**src/rtl/addsub_result_accumulator.sv**
```systemverilog
// addsub_result_accumulator
// Collects NUM_SAMPLES results of the 4-bit adder-subtractor into a signed
// ACC_W-bit total and offers it on a valid/ready output. A flush closes a
// partial total early; a flush with nothing collected is ignored.
// Optional feature macro: ADDSUB_ACC_SAT_EN -- saturating accumulation with a
// sticky clamp flag on out_sat. Without it the total wraps and out_sat is 0.
module addsub_result_accumulator #(
  parameter int NUM_SAMPLES = 4,
  parameter int ACC_W       = 8
) (
  input  logic             clk,
  input  logic             rst_n,
  input  logic             in_valid,
  output logic             in_ready,
  input  logic [4:0]       in_data,
  input  logic             in_mode,
  input  logic             flush,
  output logic             out_valid,
  input  logic             out_ready,
  output logic [ACC_W-1:0] out_data,
  output logic [7:0]       out_count,
  output logic             out_sat
);

  typedef enum logic [0:0] {
    ST_ACCUM = 1'b0,
    ST_DONE  = 1'b1
  } state_t;

  localparam logic [7:0] NUM_W = 8'(NUM_SAMPLES);

  // Sums are unsigned (0..30), differences are 5-bit two's complement.
  function automatic logic [ACC_W-1:0] extend(input logic [4:0] d, input logic m);
    if (m) begin
      extend = {{(ACC_W-5){d[4]}}, d};
    end else begin
      extend = {{(ACC_W-5){1'b0}}, d};
    end
  endfunction

`ifdef ADDSUB_ACC_SAT_EN
  // Returns {clamped, result}; result is pinned to the signed range on overflow.
  function automatic logic [ACC_W:0] sat_add(input logic [ACC_W-1:0] a,
                                             input logic [ACC_W-1:0] b);
    logic [ACC_W:0] s;
    s = {a[ACC_W-1], a} + {b[ACC_W-1], b};
    if (s[ACC_W] != s[ACC_W-1]) begin
      if (s[ACC_W]) begin
        sat_add = {1'b1, 1'b1, {(ACC_W-1){1'b0}}};
      end else begin
        sat_add = {1'b1, 1'b0, {(ACC_W-1){1'b1}}};
      end
    end else begin
      sat_add = {1'b0, s[ACC_W-1:0]};
    end
  endfunction
`endif

  state_t           state_r, next_state_s;
  logic [ACC_W-1:0] acc_r, acc_nxt_s, sum_s, ext_s;
  logic [7:0]       cnt_r, cnt_nxt_s, cnt_inc_s;
  logic             accept_s, close_s, clamp_s;
  logic             in_ready_r, out_valid_r;
  logic [ACC_W-1:0] out_data_r;
  logic [7:0]       out_count_r;
`ifdef ADDSUB_ACC_SAT_EN
  logic             sat_r, sat_nxt_s, out_sat_r;
`endif

  // Next-state decode plus the candidate accumulator/count values.
  always_comb begin
    next_state_s = state_r;
    accept_s     = 1'b0;
    close_s      = 1'b0;
    clamp_s      = 1'b0;
    ext_s        = extend(in_data, in_mode);
    cnt_inc_s    = cnt_r + 8'd1;
`ifdef ADDSUB_ACC_SAT_EN
    {clamp_s, sum_s} = sat_add(acc_r, ext_s);
`else
    sum_s = acc_r + ext_s;
`endif
    case (state_r)
      ST_ACCUM: begin
        accept_s = in_valid;
        close_s  = (accept_s && (cnt_inc_s == NUM_W)) ||
                   (flush && ((cnt_r != 8'd0) || accept_s));
        if (close_s) begin
          next_state_s = ST_DONE;
        end else begin
          next_state_s = ST_ACCUM;
        end
      end
      ST_DONE: begin
        if (out_ready) begin
          next_state_s = ST_ACCUM;
        end else begin
          next_state_s = ST_DONE;
        end
      end
      default: begin
        next_state_s = ST_ACCUM;
      end
    endcase
    // Sample data only matters on accept, so idle X on in_data never lands.
    if (accept_s) begin
      acc_nxt_s = sum_s;
      cnt_nxt_s = cnt_inc_s;
    end else begin
      acc_nxt_s = acc_r;
      cnt_nxt_s = cnt_r;
    end
`ifdef ADDSUB_ACC_SAT_EN
    sat_nxt_s = sat_r | (accept_s & clamp_s);
`endif
  end

  // State, running total and the held output record.
  always_ff @(posedge clk or negedge rst_n) begin
    if (!rst_n) begin
      state_r     <= ST_ACCUM;
      acc_r       <= '0;
      cnt_r       <= 8'd0;
      in_ready_r  <= 1'b1;
      out_valid_r <= 1'b0;
      out_data_r  <= '0;
      out_count_r <= 8'd0;
`ifdef ADDSUB_ACC_SAT_EN
      sat_r       <= 1'b0;
      out_sat_r   <= 1'b0;
`endif
    end else begin
      state_r     <= next_state_s;
      in_ready_r  <= (next_state_s == ST_ACCUM);
      out_valid_r <= (next_state_s == ST_DONE);
      case (state_r)
        ST_ACCUM: begin
          acc_r <= acc_nxt_s;
          cnt_r <= cnt_nxt_s;
`ifdef ADDSUB_ACC_SAT_EN
          sat_r <= sat_nxt_s;
`endif
          // Output record is captured only when a total closes.
          if (close_s) begin
            out_data_r  <= acc_nxt_s;
            out_count_r <= cnt_nxt_s;
`ifdef ADDSUB_ACC_SAT_EN
            out_sat_r   <= sat_nxt_s;
`endif
          end else begin
            out_data_r  <= out_data_r;
            out_count_r <= out_count_r;
          end
        end
        ST_DONE: begin
          if (out_ready) begin
            acc_r <= '0;
            cnt_r <= 8'd0;
`ifdef ADDSUB_ACC_SAT_EN
            sat_r <= 1'b0;
`endif
          end else begin
            acc_r <= acc_r;
            cnt_r <= cnt_r;
          end
        end
        default: begin
          acc_r <= '0;
          cnt_r <= 8'd0;
        end
      endcase
    end
  end

  assign in_ready  = in_ready_r;
  assign out_valid = out_valid_r;
  assign out_data  = out_data_r;
  assign out_count = out_count_r;
`ifdef ADDSUB_ACC_SAT_EN
  assign out_sat   = out_sat_r;
`else
  assign out_sat   = 1'b0;
`endif

endmodule

```
**config.mk**
```make
export PLATFORM = sky130hd
export DESIGN_NAME = addsub_result_accumulator
export DESIGN_NICKNAME = d
export VERILOG_FILES = /design/src/rtl/addsub_result_accumulator.sv
export SDC_FILE = /design/constraint.sdc
export NUM_CORES = 1
export LEC_CHECK = 0
export BUFFER_PORTS_ARGS = -buffer_cell sky130_fd_sc_hd__buf_4
export CORE_MARGIN = 10
export CORE_UTILIZATION = 40
export DETAILED_ROUTE_END_ITERATION = 12
export GPL_ROUTABILITY_DRIVEN = 0
export GPL_TIMING_DRIVEN = 1
export HOLD_SLACK_MARGIN = 0.05
export PLACE_DENSITY = 0.57
export SLEW_MARGIN = 20
export SYNTH_ARGS = -nofsm -noshare
export SYNTH_HDL_FRONTEND = slang
export SYNTH_SLANG_ARGS = --single-unit
```
**constraint.sdc**
```tcl
create_clock -name clk -period 2.8 [get_ports clk]
set_clock_uncertainty 0.05 [all_clocks]
set_input_delay 0.56 -clock clk [delete_from_list [all_inputs] [get_ports clk]]
set_output_delay 0.56 -clock clk [all_outputs]
set_load 0.05 [all_outputs]
```
==> impl_metrics.env <==
export IMPL_status="finished clean"
export IMPL_layout_drive_gt1_share=0.215
export IMPL_num_nets_final=238
export IMPL_r2r_cells=8
export IMPL_cts_tree="built"
export IMPL_crit_type="flop to flop"
export IMPL_rrSetupSlack_ns=0.58
export IMPL_dp_hpwl_um=3030
export IMPL_area_growth_pct=19.4
export IMPL_core_um2=4440
export IMPL_maxSlewViolCount=0
export IMPL_ant_nets=0
export IMPL_post_cts_setup_buffers=0
export IMPL_path_clk_slew_ns=0.08
export IMPL_numCtsBuffers=5
export IMPL_ys_warn_count=0
export IMPL_grt_pass1_vias=1495
export IMPL_synth_nets=208
export IMPL_totalNegativeSetupSlack_ns=0
export IMPL_routed_via_count=1455
export IMPL_synth_cells=188
export IMPL_cts_max_level=2
export IMPL_start_kind="flop"
export IMPL_hold_class="input pin to async pin"
export IMPL_die_area_um2=7780
export IMPL_gr_usage_all_layers=0.113
export IMPL_worstPathMaxFanout=3
export IMPL_overflow=0
export IMPL_cts_sinks=34
export IMPL_clk_latency_ns=0.29
export IMPL_ys_types=42
export IMPL_max_freq_mhz=451
export IMPL_grt_setup_unrepaired="false"
export IMPL_cts_path_max_buffers=2
export IMPL_ys_seq_elements=34
export IMPL_crit_start="acc_r[0]"
export IMPL_grt_max_degree=35
export IMPL_ios=30
export IMPL_async_flop_share=1.00
export IMPL_die_height_um=88.2
export IMPL_diodes=0
export IMPL_cap_violations=0
export IMPL_drtPass1Iterations=4
export IMPL_worst_endpoint_required_ns=2.89
export IMPL_wl_per_cell_um=15.2
export IMPL_power_density_nw_per_um2=1060
export IMPL_grt_pass1_wl_um=6960
export IMPL_synth_ff_type="dfrtp_1"
export IMPL_rows=24
export IMPL_synth_edf_count=0
export IMPL_drc=0
export IMPL_io_buffers=28
export IMPL_min_period_over_period=0.791
export IMPL_holdBufCountCts=0
export IMPL_crit_arrival_ns=2.30
export IMPL_start_util=0.419
export IMPL_layout_min_cycle_time_ns=2.22
export IMPL_yosysSeqAreaShare=0.458
export IMPL_postCtsResizedCells=0
export IMPL_syn_area_um2=1860
export IMPL_fp_dieW_um=88.2
export IMPL_drtIter0Drc=92
export IMPL_ir_drop_mv=0.514
export IMPL_hold_violations=0
export IMPL_endpoint_kind="flop"
export IMPL_syn_area_per_cell_um2=9.90
export IMPL_root_buffer="clkbuf_8"
export IMPL_worst_slew_pin_transition_ns=0.824
export IMPL_reg2reg_from="acc_r[0]"
export IMPL_setup_viol=0
export IMPL_antenna_found_initial=0
export IMPL_relSlewSlack=0.450
export IMPL_r2r_end="out_data[6]"
export IMPL_leakagePower_uw=0.00105
export IMPL_fin_hold_ws_ns=0.161
export IMPL_avgViaCountPerCell=5.37
export IMPL_routed_wirelength_um=4120
## cells by family after synthesis
logic type,after synthesis,synth area share
XOR/XNOR,11,0.0518
AND/OR/NAND/NOR,53,0.145
other,1,0.00201
AO/OA/AOI/OAI,59,0.200
adder cells (fa/ha/maj),9,0.0645
flip-flops,34,0.458
buffers and inverters,13,0.0349
multiplexers,8,0.0437
## critical path, stage by stage, from the launching register on
cell and delay [ns]:
dfrtp_1 0.41, ha_1 0.23, fa_1 0.44, a211oi_1 0.24, nor2_1 0.11, mux2i_1 0.16
nor2_1 0.17, xor2_1 0.17, mux2i_1 0.09
## worst max path at each step
stage                             end  slack, ns
after CTS                 out_data[6]       0.56
after global placement       cnt_r[6]       0.38
after detailed placement  out_data[6]       0.33
after global routing        out_valid       0.44
after floorplan           out_data[6]       0.65
final                     out_data[6]       0.58
## cells in the final DEF (no fill, tap or decap), types with 2 or more instances in the layout
cell / count
mux2i_1: 7
nor2_1: 8
clkbuf_8: 5
nand2b_1: 3
nand2_1: 22
nor3_1: 3
a21o_1: 5
a22o_1: 4
clkinv_2: 2
ha_1: 8
dfrtp_1: 33
nand3_1: 4
buf_4: 31
o21ai_0: 26
nor2b_1: 2
and2_1: 2
a21oi_1: 8
o31ai_1: 2
and3_1: 2
xnor2_1: 8
a211oi_1: 4
xor2_1: 3
o21ai_1: 2
a31oi_1: 2
inv_1: 5
## state kept, by name, summed over array words and instances (netlist names)
register / flops
out_valid: 1
out_count: 8
cnt_r: 8
acc_r: 8
in_ready: 1
out_data: 8
## per-stage QoR
step / instances / worst slack [ns] / power [µW] / util / instance area, µm²
2_1_floorplan: 188 / 0.646 / 1620 / - / 1860
3_3_place_gp: 263 / 0.378 / 1900 / 0.476 / 2110
3_5_place_dp: 263 / 0.329 / 1920 / 0.476 / 2110
4_1_cts: 271 / 0.565 / 2390 / 0.500 / 2220
5_1_grt: 271 / 0.435 / 2540 / 0.500 / 2220
6_report: 271 / 0.584 / 2350 / 0.500 / 2220
## synthesized netlist by cell type, types with 4 or more instances
cell type / count / area [µm²]
a211oi_1: 4 / 30.0
a21o_1: 5 / 37.5
a21oi_1: 8 / 40.0
a22o_1: 4 / 35.0
buf_2: 4 / 20.0
dfrtp_1: 33 / 826
ha_1: 8 / 100
inv_1: 5 / 18.8
mux2i_1: 7 / 70.1
nand2_1: 22 / 82.6
nand3_1: 4 / 20.0
nor2_1: 8 / 30.0
o21ai_0: 26 / 130
xnor2_1: 8 / 70.1
## final cells by class
cell class / count / area (µm²)
Fill cell: 434 / 2220
Multi-Input combinational cell: 141 / 945
Sequential cell: 34 / 852
Timing Repair Buffer: 31 / 233
Clock buffer: 5 / 68.8
Tap cell: 52 / 65.1
Clock inverter: 3 / 40.0
Inverter: 5 / 18.8
## per-layer routing
layer | track usage | routed length (µm)
met2 | 0.176 | 1860
met5 | 0 | 0
met1 | 0.139 | 1920
met3 | 0.0404 | 292
met4 | 0.0426 | 44
## report_power, final
| group | switching [µW] | internal (µW) |
|---|---|---|
| logic | 734 | 415 |
| clock network | 182 | 262 |
| registers | 116 | 642 |
(Power assumes the default switching activity.)
